$ cat src/rtl/morse_stream_decoder.sv
// morse_stream_decoder: decodes a dot/dash/gap symbol stream to ASCII and queues it in a FIFO.
// Define MORSE_PUNCT_EN to also decode ITU punctuation; otherwise those patterns decode to UNKNOWN_CHAR.
module morse_stream_decoder #(
    parameter int          DEPTH        = 8,
    parameter int          MAX_SYMS     = 6,
    parameter logic [7:0]  UNKNOWN_CHAR = 8'h3F
) (
    input  logic                       clk,
    input  logic                       rst,
    input  logic                       sym_valid,
    input  logic [1:0]                 sym_code,
    output logic                       sym_ready,
    input  logic                       clear,
    input  logic                       flush,
    output logic                       char_valid,
    output logic [7:0]                 char_data,
    input  logic                       char_ready,
    output logic [$clog2(DEPTH):0]     fill_level,
    output logic                       seq_overflow
);
    localparam int AW = $clog2(DEPTH);
    localparam logic [AW:0] FULL = (AW+1)'(DEPTH);
    localparam logic [3:0] MAXC = 4'(MAX_SYMS);

    typedef enum logic [1:0] {COLLECT, EMIT_CHAR, EMIT_SPACE} state_t;

    state_t                state, state_nxt;
    logic [3:0]            sym_cnt;
    logic [MAX_SYMS-1:0]   pattern;
    logic                  bad, pending_space, last_was_space;
    logic [7:0]            mem [DEPTH];
    logic [AW-1:0]         wr_ptr, rd_ptr;
    logic                  accept, gap, pop, room, advance, push;
    logic [7:0]            push_data, char_code;

    // Reorders the LSB-first pattern so the first symbol is the leftmost bit of each table key.
    function automatic logic [7:0] lookup(input logic [3:0] cnt, input logic [MAX_SYMS-1:0] pat);
        logic [7:0] arr;
        arr = '0;
        for (int i = 0; i < MAX_SYMS; i++)
            if (i < int'(cnt)) arr = {arr[6:0], pat[i]};
        case ({cnt, arr})
            {4'd2, 8'b01}:    lookup = "A";
            {4'd4, 8'b1000}:  lookup = "B";
            {4'd4, 8'b1010}:  lookup = "C";
            {4'd3, 8'b100}:   lookup = "D";
            {4'd1, 8'b0}:     lookup = "E";
            {4'd4, 8'b0010}:  lookup = "F";
            {4'd3, 8'b110}:   lookup = "G";
            {4'd4, 8'b0000}:  lookup = "H";
            {4'd2, 8'b00}:    lookup = "I";
            {4'd4, 8'b0111}:  lookup = "J";
            {4'd3, 8'b101}:   lookup = "K";
            {4'd4, 8'b0100}:  lookup = "L";
            {4'd2, 8'b11}:    lookup = "M";
            {4'd2, 8'b10}:    lookup = "N";
            {4'd3, 8'b111}:   lookup = "O";
            {4'd4, 8'b0110}:  lookup = "P";
            {4'd4, 8'b1101}:  lookup = "Q";
            {4'd3, 8'b010}:   lookup = "R";
            {4'd3, 8'b000}:   lookup = "S";
            {4'd1, 8'b1}:     lookup = "T";
            {4'd3, 8'b001}:   lookup = "U";
            {4'd4, 8'b0001}:  lookup = "V";
            {4'd3, 8'b011}:   lookup = "W";
            {4'd4, 8'b1001}:  lookup = "X";
            {4'd4, 8'b1011}:  lookup = "Y";
            {4'd4, 8'b1100}:  lookup = "Z";
            {4'd5, 8'b11111}: lookup = "0";
            {4'd5, 8'b01111}: lookup = "1";
            {4'd5, 8'b00111}: lookup = "2";
            {4'd5, 8'b00011}: lookup = "3";
            {4'd5, 8'b00001}: lookup = "4";
            {4'd5, 8'b00000}: lookup = "5";
            {4'd5, 8'b10000}: lookup = "6";
            {4'd5, 8'b11000}: lookup = "7";
            {4'd5, 8'b11100}: lookup = "8";
            {4'd5, 8'b11110}: lookup = "9";
`ifdef MORSE_PUNCT_EN
            {4'd6, 8'b010101}:  lookup = ".";
            {4'd6, 8'b110011}:  lookup = ",";
            {4'd6, 8'b001100}:  lookup = "?";
            {4'd6, 8'b011110}:  lookup = "'";
            {4'd6, 8'b101011}:  lookup = "!";
            {4'd5, 8'b10010}:   lookup = "/";
            {4'd5, 8'b10110}:   lookup = "(";
            {4'd6, 8'b101101}:  lookup = ")";
            {4'd5, 8'b01000}:   lookup = "&";
            {4'd6, 8'b111000}:  lookup = ":";
            {4'd6, 8'b101010}:  lookup = ";";
            {4'd5, 8'b10001}:   lookup = "=";
            {4'd5, 8'b01010}:   lookup = "+";
            {4'd6, 8'b100001}:  lookup = "-";
            {4'd6, 8'b001101}:  lookup = "_";
            {4'd6, 8'b010010}:  lookup = 8'h22;
            {4'd7, 8'b0001001}: lookup = "$";
            {4'd6, 8'b011010}:  lookup = "@";
`endif
            default:          lookup = UNKNOWN_CHAR;
        endcase
    endfunction

    assign char_code    = bad ? UNKNOWN_CHAR : lookup(sym_cnt, pattern);
    assign push_data    = state == EMIT_SPACE ? 8'h20 : char_code;
    assign accept       = sym_valid && sym_ready;
    assign gap          = accept && sym_code[1];
    assign char_valid   = fill_level != '0;
    assign char_data    = char_valid ? mem[rd_ptr] : 8'h00;
    assign pop          = char_valid && char_ready;
    assign room         = fill_level != FULL || pop;
    assign seq_overflow = accept && !sym_code[1] && sym_cnt == MAXC;

    always_ff @(posedge clk or posedge rst)
        if (rst) state <= COLLECT;
        else     state <= state_nxt;

    always_comb begin
        state_nxt = clear ? COLLECT :
                    state == COLLECT ? (gap && sym_cnt != 0 ? EMIT_CHAR :
                                        gap && sym_code[0] && !last_was_space ? EMIT_SPACE : COLLECT) :
                    !room ? state :
                    state == EMIT_CHAR && pending_space ? EMIT_SPACE : COLLECT;
    end

    always_comb begin
        sym_ready = state == COLLECT && !clear;
        advance   = state != COLLECT && room && !clear;
        push      = advance && !flush;
    end

    always_ff @(posedge clk or posedge rst)
        if (rst) begin
            sym_cnt        <= '0;
            pattern        <= '0;
            bad            <= 1'b0;
            pending_space  <= 1'b0;
            last_was_space <= 1'b1;
        end else begin
            if (clear) begin
                sym_cnt       <= '0;
                pattern       <= '0;
                bad           <= 1'b0;
                pending_space <= 1'b0;
            end else begin
                if (accept && !sym_code[1]) begin
                    if (sym_cnt == MAXC) bad <= 1'b1;
                    else begin
                        pattern <= pattern | (MAX_SYMS'(sym_code[0]) << sym_cnt);
                        sym_cnt <= sym_cnt + 4'd1;
                    end
                end
                if (gap && sym_code[0] && sym_cnt != 0) pending_space <= 1'b1;
                if (advance && state == EMIT_CHAR) begin
                    sym_cnt <= '0;
                    pattern <= '0;
                    bad     <= 1'b0;
                end
                if (advance && state == EMIT_SPACE) pending_space <= 1'b0;
            end
            if (flush)        last_was_space <= 1'b1;
            else if (advance) last_was_space <= state == EMIT_SPACE;
        end

    always_ff @(posedge clk or posedge rst)
        if (rst) begin
            wr_ptr     <= '0;
            rd_ptr     <= '0;
            fill_level <= '0;
        end else if (flush) begin
            wr_ptr     <= '0;
            rd_ptr     <= '0;
            fill_level <= '0;
        end else begin
            if (push) wr_ptr <= wr_ptr + AW'(1);
            if (pop)  rd_ptr <= rd_ptr + AW'(1);
            fill_level <= fill_level + (AW+1)'(push) - (AW+1)'(pop);
        end

    always_ff @(posedge clk)
        if (push) mem[wr_ptr] <= push_data;
endmodule

$ cat config.mk
export PLATFORM = sky130hd
export DESIGN_NAME = morse_stream_decoder
export DESIGN_NICKNAME = d
export VERILOG_FILES = /design/src/rtl/morse_stream_decoder.sv
export SDC_FILE = /design/constraint.sdc
export NUM_CORES = 1
export LEC_CHECK = 0
export ABC_AREA = 1
export BUFFER_PORTS_ARGS = -buffer_cell sky130_fd_sc_hd__buf_4
export CAP_MARGIN = 15
export CORE_MARGIN = 5
export CORE_UTILIZATION = 55
export CTS_CLUSTER_SIZE = 8
export DETAILED_ROUTE_END_ITERATION = 7
export PLACE_DENSITY = 0.73
export SLEW_MARGIN = 10
export SYNTH_ARGS = -nofsm -noshare
export SYNTH_HDL_FRONTEND = slang
export SYNTH_SLANG_ARGS = --single-unit
$ cat constraint.sdc
create_clock -name clk -period 4.2 [get_ports clk]
set_input_delay 0.63 -clock clk [delete_from_list [all_inputs] [get_ports clk]]
set_output_delay 0.63 -clock clk [all_outputs]
set_load 0.05 [all_outputs]
==> run metrics, run 1 <==
via count between 3000 and 4000; total gr overflow 0; area growth from synthesis to layout 9.14%; switching power share of the total a little over two fifths; leakage power total 0.00221 uW; flop2flop setup slack roughly 0.72 ns; worst vdd ir ~240 uV; worst setup path class register to register; dominant register cell in the synthesized netlist sky130_fd_sc_hd__edfxtp_1; number of unique standard cell types used by synthesis 37; number of setup violations in the final report 0; peak clock frequency supported by timing around 0.29 GHz; clock root buffer sky130_fd_sc_hd__clkbuf_8; ranking of synthesized cells by instance count sky130_fd_sc_hd__nor2_1 (99), sky130_fd_sc_hd__nand2_1 (85), sky130_fd_sc_hd__edfxtp_1 (56), sky130_fd_sc_hd__inv_1 (54), sky130_fd_sc_hd__o21ai_0 (48); Logic pwr share a little over two fifths; weighted congestion at the end of routability-driven global placement ~0.95; first-pass GRT wire length 18400 um; CP endpoint kind register; sequential cell area fraction in the yosys report roughly 49%; period utilization between 80% and 90%; count of antenna-violating nets left after detailed routing 0; PnR Total Power around 2900 uW; mean instance size in the synthesized netlist roughly 8.5 um2; number of instances in the synthesized netlist roughly 550; DP Wirelength 7730 um; post-cts resize count 0; total detailed-routing wirelength approximately 11000 um; Ports 23; critical path peak fanout 11; Final Hold Violating Endpoints 0; die footprint between 10000 and 15000 um2; clk sinks 81; worst path arrival time 3.50 ns; area of the mapped netlist between 4000 and 5000 um2; actual transition at the worst max-transition pin 0.974 ns; worst setup skew after layout roughly 0.011 ns; number of buffer cells added on primary ports 21; number of enable flip-flop cells after synthesis 56; hold buffers post-CTS 0; largest net degree at the start of global routing 31; Antenna diodes 0; fraction of synthesized cell area taken by the top area cell type a little over a third; H-Tree Level Count 3; routed via count divided by cell count between 5 and 6; Synthesized Nets 569; setup tns final 0 ns; data required time of the worst path ~4.2 ns; outcome completed; Layout Nets 590; all-layer global routing usage between 20% and 30%; fill cell total of the finished layout roughly 700; Power Dens Cells 563 nW/um2; Yosys warning count 0; #FFs+latches synth approximately 80; path class of the lowest-slack min-delay path input port to register; initial core utilization between 50% and 60%; vias in the first global route about 3800; detailed router's first-iteration violation count 267; CTS tree yes; Pre-Repair DR Iteration Count 5; insertion delay to the later sink of the worst-skew pair around 0.34 ns; max cap viols 0; Slew headroom around a third; shortest period the worst path allows 3.48 ns; remaining routing DRC violations 0; share of total power in the clock network roughly a fifth; WL/cell 15.9 um; unrepaired setup endpoints after global routing no; number of max-slew violations in the final report 0; Die X-Extent between 100 and 150 um; most used standard cell by instance count after synthesis sky130_fd_sc_hd__nor2_1; startpoint kind of the worst setup timing path register; total clock buffers created by CTS 9; Synth area leaders sky130_fd_sc_hd__edfxtp_1 (36%), sky130_fd_sc_hd__dfrtp_1 (13%), sky130_fd_sc_hd__nor2_1 (7.9%); fraction of final layout cells sized beyond drive strength 1 between 10 and 15%; post-synthesis async set-or-reset flop share between 30% and 40%; clock transition at the registers of the reported paths 0.09 ns; Core Util, Final 61.9%; area of the core between 8000 and 9000 um2; P_sw about 1200 uW; Setup Fix Bufs, Post-CTS 0; Clock Tree Buf Depth 2; Die Y-Extent about 100 um; initial antenna violation count 0; area leader, netlist sky130_fd_sc_hd__edfxtp_1; total internal power between 1500 and 2000 uW; number of rows in the core area 33; Sequential Power Share between 30% and 40%
[area by class of cell]
class / count / area, um2 / share of cell area [%]
clock inverters: 7 / 71.3 / 1.40
repair buffers: 22 / 165 / 3.23
clock buffers: 9 / 124 / 2.42
flip-flops and latches: 81 / 2310 / 45.2
multi-input cells: 395 / 2080 / 40.8
well taps: 105 / 131 / 2.57
inverters: 60 / 228 / 4.46
[cells in the final DEF (no fill, tap or decap), types with 2 or more instances in the layout]
cell type                    netlist  final
sky130_fd_sc_hd__clkinvlp_4        0      2
sky130_fd_sc_hd__nand2_2          10     10
sky130_fd_sc_hd__o22ai_1           7      7
sky130_fd_sc_hd__dfrtp_1          24     24
sky130_fd_sc_hd__nand3_1          44     44
sky130_fd_sc_hd__nand3_2           6      6
sky130_fd_sc_hd__clkinv_4          0      2
sky130_fd_sc_hd__nand2_1          85     85
sky130_fd_sc_hd__buf_4             1     22
sky130_fd_sc_hd__a21oi_1          21     21
sky130_fd_sc_hd__o21ai_2           2      2
sky130_fd_sc_hd__a31oi_1          10     10
sky130_fd_sc_hd__nor2_1           99     99
sky130_fd_sc_hd__nor2_2            7      7
sky130_fd_sc_hd__nand3_4           2      2
sky130_fd_sc_hd__o211ai_1          2      2
sky130_fd_sc_hd__nand4_1           8      8
sky130_fd_sc_hd__nor2_4            5      5
sky130_fd_sc_hd__ha_1             12     12
sky130_fd_sc_hd__inv_1            54     54
sky130_fd_sc_hd__o21a_1            3      3
sky130_fd_sc_hd__clkbuf_8          0      9
sky130_fd_sc_hd__inv_2             5      5
sky130_fd_sc_hd__a21oi_2           2      2
sky130_fd_sc_hd__nand2_4           7      7
sky130_fd_sc_hd__o21ai_0          48     48
sky130_fd_sc_hd__nor3_1            7      7
sky130_fd_sc_hd__edfxtp_1         56     56
[through the flow]
step           instances  worst slack, ns  hold WS (ns)  area [um2]
2_1_floorplan        548             1.02         0.463        4680
3_3_place_gp         663            0.725         0.483        4920
3_5_place_dp         663            0.808         0.504        4920
4_1_cts              679            0.781         0.480        5110
5_1_grt              679            0.334         0.481        5110
6_report             679            0.725         0.494        5110
[state kept, by name (all words and copies together) (netlist names)]
| name | flops |
|---|---|
| state | 2 |
| wr_ptr | 3 |
| pattern | 6 |
| pending_space | 1 |
| sym_cnt | 4 |
| rd_ptr | 3 |
| fill_level | 4 |
| last_was_space | 1 |
| mem | 56 |
| bad | 1 |
[power by group through the flow]
stage               Combinational, uW  Sequential [uW]  Clock [uW]
floorplan                         853             1140           0
global route                     1360             1090         607
detailed placement               1230             1100           0
global placement                 1210             1090           0
CTS                              1240             1080         570
finish                           1230             1080         562
[critical path, cell delays in order (launching register included)]
cell and delay [ns]:
sky130_fd_sc_hd__dfrtp_1 0.45, sky130_fd_sc_hd__nor2_2 0.43, sky130_fd_sc_hd__nand2_1 0.18, sky130_fd_sc_hd__nand2_1 0.17, sky130_fd_sc_hd__nor2_1 0.05, sky130_fd_sc_hd__inv_1 0.11
sky130_fd_sc_hd__nand2_4 0.09, sky130_fd_sc_hd__nor3_4 0.29, sky130_fd_sc_hd__inv_1 0.14, sky130_fd_sc_hd__nor3_1 0.36, sky130_fd_sc_hd__nor2_1 0.11, sky130_fd_sc_hd__nand2_1 0.13
sky130_fd_sc_hd__nor2_4 0.06, sky130_fd_sc_hd__a21oi_2 0.31, sky130_fd_sc_hd__nand2_1 0.26
[layer usage]
metal | wire length [um] | global-route usage, %
met1 | 4640 | 28.6
met2 | 5400 | 39.0
met3 | 515 | 3.34
met4 | 263 | 9.28
met5 | 0 | 0
[logic make-up after synthesis]
logic type                 count (synthesis)  synth area share [%]
and+or+nand+nor                          284                  29.2
adders and majority gates                 13                  3.63
DFF                                       81                  49.3
xor gates and xnor gates                   1                 0.187
buffers and inverters                     72                  6.22
AOI/OAI and AO/OA                         96                  11.4
other                                      1                0.0801
[path summary, 6_finish.rpt]
| path | startpoint | end | cells past startpoint |
|---|---|---|---|
| worst max-delay path | sym_cnt[3]$_DFFE_PP0P_ | mem[3][5]$_DFFE_PP_ | 14 |
| worst min-delay path | flush | fill_level[1]$_DFF_PP0_ | 2 |
| worst max register to register | sym_cnt[3]$_DFFE_PP0P_ | mem[3][5]$_DFFE_PP_ | 14 |
| worst min register to register | pending_space$_DFFE_PP0P_ | pending_space$_DFFE_PP0P_ | 2 |
| max in group asynchronous | rst | wr_ptr[2]$_DFFE_PP0P_ | 2 |
| min in group asynchronous | rst | fill_level[1]$_DFF_PP0_ | 2 |
(Power assumes the default switching activity.)
==> run 2, diff against run 1 <==
==> constraint.sdc (replaced) <==
create_clock -name clk -period 3.43 [get_ports clk]
set_input_delay 0.5145 -clock clk [delete_from_list [all_inputs] [get_ports clk]]
set_output_delay 0.5145 -clock clk [all_outputs]
set_load 0.05 [all_outputs]
==> run 2 against run 1 <==
  * Sequential power increased by 22%
  * Design area increased by 2.2%
  * Largest power group unchanged
  * Flip-flop and latch count unchanged
  * Critical endpoint is now mem[2][5]$_DFFE_PP_
  * Worst setup slack got worse by 0.45 ns
==> run metrics, run 2 (synthesized netlist as in run 1, its figures left out) <==
outcome completed; Die Y-Extent 102 um (unchanged); worst setup skew after layout 0.0193 ns (+0.00796 ns); total detailed-routing wirelength 11000 um (+1.5%); detailed router's first-iteration violation count 188 (-30%); Power Dens Cells 686 nW/um2 (+22%); worst vdd ir 296 uV (+22%); Clock Tree Buf Depth 2 (unchanged); Largest regs mem x56, pattern x6; count of antenna-violating nets left after detailed routing 0 (unchanged); peak clock frequency supported by timing 0.317 GHz (+10%); PnR Total Power 3590 uW (+25%); path class of the lowest-slack min-delay path input port to async pin; most frequent standard cell in the layout excluding fill and tap cells sky130_fd_sc_hd__nor2_1; fraction of final layout cells sized beyond drive strength 1 17.7% (+2.7 points); number of max-slew violations in the final report 0 (unchanged); data required time of the worst path 3.47 ns (-0.76 ns); all-layer global routing usage 22.8% (+0.16 points); startpoint kind of the worst setup timing path register; shortest period the worst path allows 3.15 ns (-0.321 ns); H-Tree Level Count 3 (unchanged); Setup Fix Bufs, Post-CTS 0 (unchanged); initial core utilization 56.7% (unchanged); CP endpoint kind register; setup tns final 0 ns (unchanged); actual transition at the worst max-transition pin 0.963 ns (-0.0103 ns); period utilization 92.0% (+9.2 points); critical path peak fanout 11 (unchanged); unrepaired setup endpoints after global routing no; Ports 23 (unchanged); Antenna diodes 0 (unchanged); clock transition at the registers of the reported paths 0.10 ns (about the same); CTS tree yes; initial antenna violation count 0 (unchanged); insertion delay to the later sink of the worst-skew pair 0.36 ns (+0.02 ns); routed via count divided by cell count 5.66 (+1.3%); Slew headroom 35.7% (+0.69 points); DP Wirelength 8190 um (+5.9%); Core Util, Final 63.3% (+1.4 points); weighted congestion at the end of routability-driven global placement 0.979 (+2.9%); clock root buffer sky130_fd_sc_hd__clkbuf_8; post-route cell area 5230 um2 (+2.2%); clk sinks 81 (unchanged); via count 3925 (+3.5%); WL/cell 15.8 um (-0.72%); remaining routing DRC violations 0 (unchanged); first-pass GRT wire length 18400 um (-0.30%); max cap viols 0 (unchanged); number of rows in the core area 33 (unchanged); Die X-Extent 102 um (unchanged); number of setup violations in the final report 0 (unchanged); worst setup path class register to register; total gr overflow 0 (unchanged); area of the core 8260 um2 (unchanged); leakage power total 0.00228 uW (+3.3%); Layout Nets 605 (+2.5%); vias in the first global route 3935 (+4.5%); largest net degree at the start of global routing 30 (-3.2%); worst path arrival time 3.20 ns (-0.30 ns); register with the most flip-flops mem; max reg flops 56 (unchanged); fill cell total of the finished layout 705 (+0.28%); die footprint 10500 um2 (unchanged); Final Hold Violating Endpoints 0 (unchanged); Pre-Repair DR Iteration Count 5 (unchanged); cell area after placement 5030 um2 (+2.3%); number of buffer cells added on primary ports 21 (unchanged); area growth from synthesis to layout 11.6%; top library cells by usage in the layout, fill and taps aside sky130_fd_sc_hd__nor2_1 (99), sky130_fd_sc_hd__nand2_1 (85), sky130_fd_sc_hd__edfxtp_1 (56); total clock buffers created by CTS 9 (unchanged)
## run 2: cell types whose count changed in the layout (fill, tap and decap cells not counted), sizes merged
cell	before	now
inv	60	62
buf	22	37
bufinv	1	0
clkinv	4	3
## run 2: layer usage
| metal | track usage [%] | wire length, um | part of all wire (%) |
|---|---|---|---|
| met1 | 27.3 | 4360 | 40 |
| met2 | 40.4 | 5700 | 52 |
| met3 | 4.23 | 618 | 5.6 |
| met4 | 9.28 | 298 | 2.7 |
| met5 | 0 | 0 | 0 |
## run 2: through the flow
step / setup WS [ns] / hold slack (ns) / std cells
4_1_cts: 0.267 / 0.353 / 694
3_3_place_gp: 0.278 / 0.494 / 678
3_5_place_dp: 0.284 / 0.508 / 678
5_1_grt: 0.0276 / 0.352 / 694
2_1_floorplan: 0.252 / 0.463 / 548
6_report: 0.275 / 0.369 / 694
## run 2: critical path: stages, from the launching register on
cell                      delay (ns)
sky130_fd_sc_hd__dfrtp_1        0.47
sky130_fd_sc_hd__nor2_2         0.41
sky130_fd_sc_hd__nand2_1        0.18
sky130_fd_sc_hd__nand2_1        0.17
sky130_fd_sc_hd__nor2_1         0.05
sky130_fd_sc_hd__inv_1          0.10
sky130_fd_sc_hd__nand2_4        0.09
sky130_fd_sc_hd__nor3_4         0.30
sky130_fd_sc_hd__nand3_1        0.14
sky130_fd_sc_hd__nor2_2         0.19
sky130_fd_sc_hd__nand2_1        0.10
sky130_fd_sc_hd__nand2_1        0.10
sky130_fd_sc_hd__nor2_1         0.05
sky130_fd_sc_hd__nand2_1        0.10
sky130_fd_sc_hd__nor2_4         0.06
sky130_fd_sc_hd__a21oi_2        0.15
sky130_fd_sc_hd__nand2_1        0.18
## run 2: path summary, 6_finish.rpt
path                                      startpoint                        end  slack, ns  cells after the start
setup / recovery              sym_cnt[3]$_DFFE_PP0P_        mem[2][5]$_DFFE_PP_       0.28                     16
hold / removal                                   rst    fill_level[1]$_DFF_PP0_       0.37                      2
setup reg to reg              sym_cnt[3]$_DFFE_PP0P_        mem[2][5]$_DFFE_PP_       0.28                     16
hold reg to reg            pending_space$_DFFE_PP0P_  pending_space$_DFFE_PP0P_       0.52                      2
max in group asynchronous                        rst     pattern[4]$_DFFE_PP0P_       2.46                      2
min in group clk                               flush    fill_level[2]$_DFF_PP0_       0.38                      2
## run 2: repair_timing
action / CTS / global route
setup endpoints to repair: 0 / 16
hold buffers: 0 / 0
resized for setup: 0 / 2
## run 2: power breakdown
part	total [uW]	internal [uW]	switching [uW]
logic	1630	503	1120
registers	1320	1260	62.8
clock network	639	274	365
total	3590	2030	1550
## run 2: final cells by class
class | instances | area, um2 | share of cell area (%)
clock buffer | 9 | 124 | 2.37
multi-input combinational | 395 | 2090 | 40.0
tap | 105 | 131 | 2.51
clock inverter | 7 | 63.8 | 1.22
timing repair buffer | 37 | 278 | 5.32
inverter | 60 | 228 | 4.36
sequential | 81 | 2310 | 44.2
